--- config.mk ---
export PLATFORM = sky130hd
export DESIGN_NAME = wb_cfg_master
export DESIGN_NICKNAME = d
export VERILOG_FILES = /design/src/rtl/wb_cfg_master.sv
export SDC_FILE = /design/constraint.sdc
export NUM_CORES = 1
export LEC_CHECK = 0
export CORE_ASPECT_RATIO = 2
export CORE_MARGIN = 2
export CORE_UTILIZATION = 41
export CTS_CLUSTER_DIAMETER = 60
export DETAILED_ROUTE_END_ITERATION = 10
export PLACE_DENSITY_LB_ADDON = 0.1
export SETUP_SLACK_MARGIN = 0.05
export SYNTH_ARGS = -nofsm -noshare
export SYNTH_HDL_FRONTEND = slang
export SYNTH_SLANG_ARGS = --single-unit
export TNS_END_PERCENT = 30
--- constraint.sdc ---
create_clock -name wb_clk_i -period 2.3 [get_ports wb_clk_i]
set_clock_uncertainty 0.05 [all_clocks]
set_input_delay 0.23 -clock wb_clk_i [delete_from_list [all_inputs] [get_ports wb_clk_i]]
set_output_delay 0.23 -clock wb_clk_i [all_outputs]
set_load 0.1 [all_outputs]
--- src/rtl/wb_cfg_master.sv ---
// ---------------------------------------------------------------------------
// wb_cfg_master
//   Wishbone classic single-transfer bus master for the MAC register port.
//   It accepts one command (read/write, word address, byte selects, data),
//   runs exactly one Wishbone cycle, and returns one response (read data,
//   error flag, timeout flag) before it accepts the next command.
//
// Ports
//   wb_clk_i, wb_rst_i          bus clock, asynchronous active-low reset
//   cmd_valid_i / cmd_ready_o   command handshake
//   cmd_we_i, cmd_adr_i,
//   cmd_sel_i, cmd_dat_i        command payload (word address, byte selects)
//   rsp_valid_o / rsp_ready_i   response handshake
//   rsp_dat_o, rsp_err_o,
//   rsp_timeout_o               response payload
//   m_wb_*                      Wishbone master pins (cyc always equals stb)
//   busy_o                      high whenever a command is in flight
// ---------------------------------------------------------------------------
module wb_cfg_master #(
  parameter int TIMEOUT_CYC = 64
) (
  input  logic        wb_clk_i,
  input  logic        wb_rst_i,
  input  logic        cmd_valid_i,
  output logic        cmd_ready_o,
  input  logic        cmd_we_i,
  input  logic [9:0]  cmd_adr_i,
  input  logic [3:0]  cmd_sel_i,
  input  logic [31:0] cmd_dat_i,
  output logic        rsp_valid_o,
  input  logic        rsp_ready_i,
  output logic [31:0] rsp_dat_o,
  output logic        rsp_err_o,
  output logic        rsp_timeout_o,
  output logic [11:2] m_wb_adr_o,
  output logic [31:0] m_wb_dat_o,
  output logic [3:0]  m_wb_sel_o,
  output logic        m_wb_we_o,
  output logic        m_wb_cyc_o,
  output logic        m_wb_stb_o,
  input  logic [31:0] m_wb_dat_i,
  input  logic        m_wb_ack_i,
  input  logic        m_wb_err_i,
  output logic        busy_o
);

  localparam int TO_W  = $clog2(TIMEOUT_CYC + 1);
  // Keep the counter at least one bit wide so a disabled timeout still elaborates.
  localparam int CNT_W = (TO_W < 1) ? 1 : TO_W;
  localparam logic [CNT_W-1:0] CNT_LAST = (TIMEOUT_CYC == 0) ? '0 : CNT_W'(TIMEOUT_CYC - 1);
  localparam logic TO_EN = (TIMEOUT_CYC != 0);

  typedef enum logic [1:0] {
    S_IDLE = 2'd0,
    S_BUS  = 2'd1,
    S_RESP = 2'd2
  } state_e;

  state_e           state_q, state_d;
  logic [CNT_W-1:0] cnt_q, cnt_d;
  logic             ready_q, ready_d;
  logic             busy_q, busy_d;
  logic             stb_q, stb_d;
  logic [9:0]       adr_q, adr_d;
  logic [31:0]      wdat_q, wdat_d;
  logic [3:0]       sel_q, sel_d;
  logic             we_q, we_d;
  logic             rvalid_q, rvalid_d;
  logic [31:0]      rdat_q, rdat_d;
  logic             rerr_q, rerr_d;
  logic             rto_q, rto_d;
  logic             term_s;

  // Next-state and next-output logic for the IDLE -> BUS -> RESP cycle.
  always_comb begin
    state_d  = state_q;
    cnt_d    = cnt_q;
    stb_d    = stb_q;
    adr_d    = adr_q;
    wdat_d   = wdat_q;
    sel_d    = sel_q;
    we_d     = we_q;
    rvalid_d = rvalid_q;
    rdat_d   = rdat_q;
    rerr_d   = rerr_q;
    rto_d    = rto_q;
    term_s   = 1'b0;

    case (state_q)
      S_IDLE: begin
        if (cmd_valid_i && ready_q) begin
          state_d = S_BUS;
          cnt_d   = '0;
          stb_d   = 1'b1;
          adr_d   = cmd_adr_i;
          sel_d   = cmd_sel_i;
          we_d    = cmd_we_i;
          wdat_d  = cmd_we_i ? cmd_dat_i : 32'h0000_0000;
        end else begin
          state_d = S_IDLE;
        end
      end

      S_BUS: begin
        // Priority: err beats ack, and either beats the timeout on the same edge.
        if (m_wb_err_i) begin
          term_s = 1'b1;
          rdat_d = 32'h0000_0000;
          rerr_d = 1'b1;
          rto_d  = 1'b0;
        end else if (m_wb_ack_i) begin
          term_s = 1'b1;
          rdat_d = we_q ? 32'h0000_0000 : m_wb_dat_i;
          rerr_d = 1'b0;
          rto_d  = 1'b0;
        end else if (TO_EN && (cnt_q == CNT_LAST)) begin
          term_s = 1'b1;
          rdat_d = 32'h0000_0000;
          rerr_d = 1'b1;
          rto_d  = 1'b1;
        end else begin
          cnt_d = cnt_q + CNT_W'(1);
        end

        if (term_s) begin
          state_d  = S_RESP;
          stb_d    = 1'b0;
          adr_d    = 10'h000;
          wdat_d   = 32'h0000_0000;
          sel_d    = 4'h0;
          we_d     = 1'b0;
          rvalid_d = 1'b1;
        end else begin
          state_d = S_BUS;
        end
      end

      S_RESP: begin
        if (rsp_ready_i) begin
          state_d  = S_IDLE;
          rvalid_d = 1'b0;
          rdat_d   = 32'h0000_0000;
          rerr_d   = 1'b0;
          rto_d    = 1'b0;
        end else begin
          state_d = S_RESP;
        end
      end

      default: begin
        state_d  = S_IDLE;
        stb_d    = 1'b0;
        rvalid_d = 1'b0;
      end
    endcase

    // Ready/busy are registered copies of the next state so they stay glitch-free.
    ready_d = (state_d == S_IDLE);
    busy_d  = (state_d != S_IDLE);
  end

  // State, counter and all registered outputs.
  always_ff @(posedge wb_clk_i or negedge wb_rst_i) begin
    if (!wb_rst_i) begin
      state_q  <= S_IDLE;
      cnt_q    <= '0;
      ready_q  <= 1'b0;
      busy_q   <= 1'b0;
      stb_q    <= 1'b0;
      adr_q    <= 10'h000;
      wdat_q   <= 32'h0000_0000;
      sel_q    <= 4'h0;
      we_q     <= 1'b0;
      rvalid_q <= 1'b0;
      rdat_q   <= 32'h0000_0000;
      rerr_q   <= 1'b0;
      rto_q    <= 1'b0;
    end else begin
      state_q  <= state_d;
      cnt_q    <= cnt_d;
      ready_q  <= ready_d;
      busy_q   <= busy_d;
      stb_q    <= stb_d;
      adr_q    <= adr_d;
      wdat_q   <= wdat_d;
      sel_q    <= sel_d;
      we_q     <= we_d;
      rvalid_q <= rvalid_d;
      rdat_q   <= rdat_d;
      rerr_q   <= rerr_d;
      rto_q    <= rto_d;
    end
  end

  assign cmd_ready_o   = ready_q;
  assign busy_o        = busy_q;
  assign m_wb_cyc_o    = stb_q;
  assign m_wb_stb_o    = stb_q;
  assign m_wb_adr_o    = adr_q;
  assign m_wb_dat_o    = wdat_q;
  assign m_wb_sel_o    = sel_q;
  assign m_wb_we_o     = we_q;
  assign rsp_valid_o   = rvalid_q;
  assign rsp_dat_o     = rdat_q;
  assign rsp_err_o     = rerr_q;
  assign rsp_timeout_o = rto_q;

endmodule

; Word level (Yosys, flattened, before mapping)
; Index checks and enable logic that the tools add are counted.
[totals]
reg_bits = 94
output_inout_bits = 86
elab_cells = 80
inputBits = 85
[classes]
n_reduce_logical = 11
eq_ne = 10
n_bitwise = 2
addsub = 1
n_mux = 43
[ops]
columns = cell, n
row1 = 32-bit 2-to-1 mux, 8
row2 = 32-bit case mux with 2 select lines, 2
row3 = 7-bit 2-to-1 mux, 4
row4 = 10-bit 2-to-1 mux, 2
row5 = 10-bit case mux with 2 select lines, 1
row6 = 1-bit 2-to-1 mux, 14
row7 = 7-bit case mux with 2 select lines, 1
row8 = 2-bit inequality test (second input constant), 6
row9 = 3-bit AND reduction, 4
row10 = 4-bit 2-to-1 mux, 2
row11 = 4-bit case mux with 2 select lines, 1
row12 = 7-bit by 1-bit adder with 7-bit output (second input constant), 1
row13 = 7-bit by 6-bit == test with 1-bit output (second input constant), 1
row14 = 1-bit case mux with 2 select lines, 3
row15 = 1-bit case mux with 3 select lines, 2
row16 = 2-bit case mux with 3 select lines, 1
row17 = 2-bit nonzero test, 3
row18 = 5-bit AND reduction, 1
row19 = 2-bit logical NOT, 2
row20 = 2-bit 2-to-1 mux, 2
row21 = 4-bit inequality test (second input constant), 1
row22 = 2-bit by 1-bit == test with 1-bit output (second input constant), 1
row23 = 2-bit == test (second input constant), 1
row24 = 1-bit NOT, 2
row25 = 1-bit logical AND, 1

; Depth between registers and ports, before layout
; Gate-level depths: netlist of the first run.
[logic_depth]
depth_word = 8
ltp_mapped = 9
depth_no_buf = 6

; Worst setup path after synthesis of the first run
; No wires, ideal clock.
[synth_path]
kind = register -> register
startpoint = register ready_q, in the netlist cmd_ready_o
endpoint = register wdat_q[22], in the netlist m_wb_dat_o[22]
required_time_ns = 2.181
setup_ns = 0.069
path_stages_with_launch = 7
arrival_ns = 2.045
synth_period_minus_slack_ns = 2.164
path_buffers = 2
slack_ns = 0.136
cell_sequence = dfrtp_1 > nand2_1 > nor3b_2 > and2_1 > buf_2 > buf_2 > a22o_1
[synth_between]
elab_chain_cells = 3
[synth_lines]
columns = item, line
row1 = start: declaration, 61  ; logic ready_q, ready_d;
row2 = start signal: assignment, 181  ; ready_q <= ready_d;
row3 = 1-bit logical AND, 91  ; if (cmd_valid_i && ready_q) begin
row4 = 2-bit inequality test (no source line), --
row5 = 3-bit AND reduction (no source line), --
row6 = end signal: assignment, 185  ; wdat_q <= wdat_d;
row7 = end: declaration, 65  ; logic [31:0] wdat_q, wdat_d;
; No other way between the ends.
; A chain may end at the register's enable or synchronous reset.

; Final worst setup path of the first run
[layout_path]
startpoint = register cnt_q[0]
endpoint = register cnt_q[0]
[layout_between]
elab_chain_cells = 5
elab_cells_between_ends = 8
classes_between = 1 x add/sub / 2 x eq/ne / 4 x mux / 1 x reduce/logical
[layout_lines]
columns = item, line
row1 = start: declaration, 60  ; logic [CNT_W-1:0] cnt_q, cnt_d;
row2 = start signal: assignment, 180  ; cnt_q <= cnt_d;
row3 = 7-bit by 1-bit adder with 7-bit output, 122  ; cnt_d = cnt_q + CNT_W'(1);
row4 = 7-bit 2-to-1 mux, 116  ; end else if (TO_EN && (cnt_q == CNT_LAST)) begin
row5 = 7-bit 2-to-1 mux, 111  ; end else if (m_wb_ack_i) begin
row6 = 7-bit 2-to-1 mux, 106  ; if (m_wb_err_i) begin
row7 = 7-bit case mux with 2 select lines, 89  ; case (state_q)
; Several ways; a longest one is shown, not always the timed one. The select of a mux whose other input is x is not followed.

==> results.cfg, run 1 <==
[outcome]
outcome = finished clean

[critical_path]
critPathCaptureType = flop
reg2reg_slack_ps = 380
worstSetupStartpointType = flop
critPathKind = flop to flop
required_ps = 2470
r2r-end = cnt_q[0]$_DFFE_PN0P_
ff2ff_path_depth = 5
arrival_ps = 2090
max_stage_delay_ps = 440
worstPathMaxFanout = 6
reg2reg_from = cnt_q[0]$_DFFE_PN0P_
cpMaxStageDelayCell = dfrtp_1
crit_chain = ha_1, nand3b_1, o21ai_1, mux2_2, a22o_1

[timing]
finalHoldViolations = 0
tns_ps = 0
timing.final.crit_share_pct = 83.51
slew_violations = 0
max_slew_margin_pct = 62.67
worst_pin_slew_ps = 559.9
rsz0062_at_grt = false
finalSetupViolations = 0
layout_min_cycle_time_ps = 1921
fmax_mhz = 520.6

[clock_network]
cts_tree = done
insertion_delay_ps = 340
ctsLongestPathBuffers = 2
cts_setup_buffers = 0
clockRootBuffer = clkbuf_16
numCtsBuffers = 9
cts_resized = 0
clk_pin_slew_ps = 60
clock-sinks = 94
cts_max_level = 3

[die]
dieHeight_um = 138.3
fp.coreArea_um2 = 8890
die_w_um = 71.16
initial_utilization_pct = 41.60
io_pins = 171
fp-row-count = 49
die_area_um2 = 9843

[global_route]
grt_pass1_vias = 3214
grt_pass1_wl_um = 15810
grt_max_degree = 48
grt_usage_pct = 20.44
antenna_found_initial = 0
grt-ovfl-total = 0

[drt]
num_vias = 2961
antenna_left = 0
via_per_inst = 5.354
wl_per_cell_um = 17.64
route.detailed.drc = 0
routed_wl_um = 9755
firstDrtPassIters = 4
drtIter0Drc = 129

[cells_and_area]
fillers = 734
final_core_util_pct = 63.14
syn2layout_area_growth_pct = 51.76
diodes = 0
regArea_um2 = 2352
multiInputGateArea_um2 = 1215
drive_gt1_share_pct = 27.05
nets = 536

[synth]
synth_nets = 366
postSynthAreaPerCell_um2 = 13.40
synth_edf_count = 0
netlist_area_um2 = 3699
ys_async_sr_fraction_pct = 100.0
netlist_instances = 276
ys_warn_count = 0
seq_area_frac_synth_pct = 63.60
synth_ff_type = dfrtp_1
synth-seq-cells = 94
synth_cell_type_count = 40

[min_path]
hold_path_class = primary input to async pin

[placed_design]
dp_hpwl_um = 7108
gp_congestion = 0.8466
port_buffers = 170

[flow_run]
drv_cap = 0
==> stage by stage <==
stage	instances	cell area, µm²	worst slack, ps	hold slack, ps
finish	553	5613	379.3	377.5
global route	553	5613	224.6	423.9
CTS	553	5613	373.5	396.1
detailed placement	536	5315	388.8	216.4
global placement	536	5315	439.7	204.0
floorplan	276	3699	136.2	-115.6
==> final cells by class <==
cell class | count | share of cell area [%]
multi-input cells | 157 | 21.65
flip-flops and latches | 94 | 41.91
clock buffers | 12 | 4.570
well taps | 102 | 2.274
inverters | 3 | 0.2006
clock inverters | 4 | 0.5573
repair buffers | 181 | 28.85
==> registers in the layout, summed over array words and instances, names as in the netlist <==
signal         flops
state_q            2
m_wb_dat_o        32
rsp_err_o          1
m_wb_cyc_o         1
m_wb_adr_o        10
m_wb_sel_o         4
cnt_q              7
cmd_ready_o        1
busy_o             1
m_wb_we_o          1
rsp_valid_o        1
rsp_timeout_o      1
rsp_dat_o         32
==> worst max-delay path: cells and delay by family (launching register included) <==
| family | cells | cell delay [ps] |
|---|---|---|
| AO/OA/AOI/OAI | 2 | 510 |
| adder cells (fa/ha/maj) | 1 | 270 |
| flip-flops | 1 | 440 |
| AND/OR/NAND/NOR | 1 | 170 |
| multiplexers | 1 | 380 |
==> cells in the final DEF, fill, tap and decap left out, types with 2 or more instances in the layout <==
master	n
a21oi_1	6
buf_12	4
mux2_2	3
nand2b_1	4
nand4_1	2
dfrtp_1	94
a22o_1	80
clkbuf_16	9
nand3b_1	2
clkdlybuf4s50_1	83
clkbuf_8	2
nand2_1	9
ha_1	5
nor2b_1	3
nor2_1	11
nand3_1	5
o211ai_1	3
clkinvlp_4	3
inv_1	3
buf_4	93
and3_1	3
a21o_1	2
==> how the worst max path moves through the flow <==
stage	cells past startpoint	slack, ps	start	endpoint
after detailed placement	6	390	state_q[0]$_DFF_PN0_	rsp_dat_o[31]$_DFFE_PN0P_
after floorplan	6	140	cmd_ready_o$_DFF_PN0_	m_wb_dat_o[22]$_DFFE_PN0P_
after global routing	6	220	state_q[1]$_DFF_PN0_	rsp_dat_o[31]$_DFFE_PN0P_
after CTS	6	370	state_q[0]$_DFF_PN0_	rsp_dat_o[31]$_DFFE_PN0P_
final	5	380	cnt_q[0]$_DFFE_PN0P_	cnt_q[0]$_DFFE_PN0P_
after global placement	5	440	m_wb_ack_i	cnt_q[3]$_DFFE_PN0P_
==> repair_timing <==
| action | 4_1_cts | 5_1_grt |
|---|---|---|
| hold endpoints to repair | 42 | 0 |
| endpoints found under the setup margin | 0 | 0 |
| hold buffers | 1 | 0 |
==> per-layer routing <==
| layer | track usage, % | vias to the layer above | share of wire [%] |
|---|---|---|---|
| li1 | - | 1380 | - |
| met5 | 0 | - | 0 |
| met2 | 36.06 | 135 | 54 |
| met4 | 9.037 | 0 | 2.1 |
| met3 | 4.665 | 14 | 6.3 |
| met1 | 22.84 | 1432 | 37 |
==> Yosys cell counts, types with 2 or more instances <==
| cell | count | area share (%) |
|---|---|---|
| a21oi_1 | 6 | 0.81 |
| clkbuf_1 | 9 | 0.91 |
| dfrtp_1 | 94 | 64 |
| o211ai_1 | 3 | 0.61 |
| buf_2 | 8 | 1.1 |
| nor2b_1 | 3 | 0.51 |
| inv_1 | 3 | 0.30 |
| nand3b_1 | 2 | 0.41 |
| nand4_1 | 2 | 0.34 |
| buf_6 | 3 | 0.91 |
| and3_1 | 3 | 0.51 |
| nand3_1 | 5 | 0.68 |
| nand2b_1 | 4 | 0.68 |
| ha_1 | 5 | 1.7 |
| a21o_1 | 2 | 0.41 |
| nand2_1 | 9 | 0.91 |
| a22o_1 | 80 | 19 |
| mux2_2 | 3 | 0.91 |
| nor2_1 | 11 | 1.1 |
==> kinds of logic after synthesis <==
group	after synthesis	share of synthesized area, %
compound gates	100	22.90
fa+ha+maj	5	1.691
buf+inv	25	3.552
mux	3	0.9133
simple gates	49	7.341
flops	94	63.60
Power of run 1 is left out: the tool's default activity adds up to more than one toggle a clock period on the data nets, which glitch-free logic cannot reach.
==> run 2, diff against run 1 <==
Settings changed: CORE_UTILIZATION 41 to 37.
Clock period 2.3 ns to 1.6 ns, I/O delays scaled along.
==> results.cfg, run 2 (synthesis gave the netlist of run 1 again) <==
[outcome]
outcome = finished, violations left
violations = setup timing

[clock_network]
clockRootBuffer = clkbuf_16
clock-sinks = 94
insertion_delay_ps = 340
cts_tree = done
ctsLongestPathBuffers = 2
cts_max_level = 3
numCtsBuffers = 9
clk_pin_slew_ps = 70

[placed_design]
dp_hpwl_um = 8668
pre_cts_ws_ps = -179.3
port_buffers = 170
gp_congestion = 0.8440

[cells_and_area]
mostFrequentLayoutCells = dfrtp_1, buf_12, clkdlybuf4s50_1
nets = 564
final_core_util_pct = 72.75
layout.cells.most_common = dfrtp_1
drive_gt1_share_pct = 34.45
syn2layout_area_growth_pct = 92.05
diodes = 0

[die]
fp.coreArea_um2 = 9763
dieHeight_um = 145.4
fp-row-count = 51
die_area_um2 = 10860
io_pins = 171
die_w_um = 74.70
initial_utilization_pct = 37.88

[drt]
routed_wl_um = 11610
via_per_inst = 5.160
drtIter0Drc = 133
wl_per_cell_um = 19.00
firstDrtPassIters = 5
antenna_left = 0
num_vias = 3153
route.detailed.drc = 0

[global_route]
grt_usage_pct = 22.73
grt_pass1_vias = 3370
antenna_found_initial = 0
grt_pass1_wl_um = 18360
grt-ovfl-total = 0
grt_max_degree = 48

[flow_run]
drv_cap = 0

[critical_path]
reg2reg_slack_ps = -140
critPathKind = flop to flop
critPathCaptureType = flop
reg2reg_from = state_q[1]$_DFF_PN0_
worstPathMaxFanout = 8
setup.worst_path.start = state_q[1]$_DFF_PN0_
arrival_ps = 1910
required_ps = 1780
worstSetupStartpointType = flop

[timing]
holdWs_ps = 193.0
finalSetupViolations = 85
max_slew_margin_pct = 76.26
fmax_mhz = 575.1
timing.final.crit_share_pct = 108.7
rsz0062_at_grt = true
worst_pin_slew_ps = 352.3
layout_min_cycle_time_ps = 1739
finalHoldViolations = 0
final.setup.worst_slack_ps = -138.7
slew_violations = 0

[min_path]
hold_path_class = primary input to async pin
==> run 2: what timing repair did <==
action,4_1_cts,5_1_grt
gates resized for setup,12,3
pin swaps,40,4
setup buffers,2,1
hold buffers,1,0
setup endpoints to repair,86,89
gates cloned,1,0
hold endpoints to repair,64,0
==> run 2: layout make-up <==
type                       count  area [µm²]
clock buffer                  11       242.7
clock inverter                 5       81.33
fill                         655        2660
inverter                       3       11.26
multi-input combinational    157        1308
sequential                    94        2357
tap                          132       165.2
timing repair buffer         209        2938
==> run 2: final timing paths <==
| kind | end | cells after the start |
|---|---|---|
| setup reg to reg | cnt_q[5]$_DFFE_PN0P_ | 6 |
| min in group wb_clk_i | m_wb_dat_o[0]$_DFFE_PN0P_ | 2 |
| hold reg to reg | m_wb_we_o$_DFFE_PN0P_ | 1 |
| setup / recovery | cnt_q[5]$_DFFE_PN0P_ | 6 |
| max in group asynchronous | rsp_dat_o[6]$_DFFE_PN0P_ | 3 |
| hold / removal | rsp_dat_o[20]$_DFFE_PN0P_ | 2 |
==> run 2: worst max-delay path, cell delays in order (launching register included) <==
cell and delay, ps:
dfrtp_1 420, inv_2 100, ha_4 150, a21boi_4 280, nor4_1 80, mux2_2 260
a221o_1 280
==> run 2: per-layer routing <==
metal / up-vias / GRT usage, % / wire [µm]
met1: 1570 / 24.94 / 4162
met2: 114 / 39.73 / 6526
met4: 0 / 10.89 / 451
met5: - / 0 / 0
met3: 29 / 5.055 / 468
li1: 1440 / - / -
==> run 2: through the flow <==
step           TNS (ps)  instance area [µm²]  std cells
2_1_floorplan     -6390                 3802        276
3_3_place_gp      -9853                 6661        590
3_5_place_dp     -11880                 6661        590
4_1_cts           -6863                 7083        610
5_1_grt          -12570                 7103        611
6_report          -6098                 7103        611
Power of run 2 is left out for the same reason.
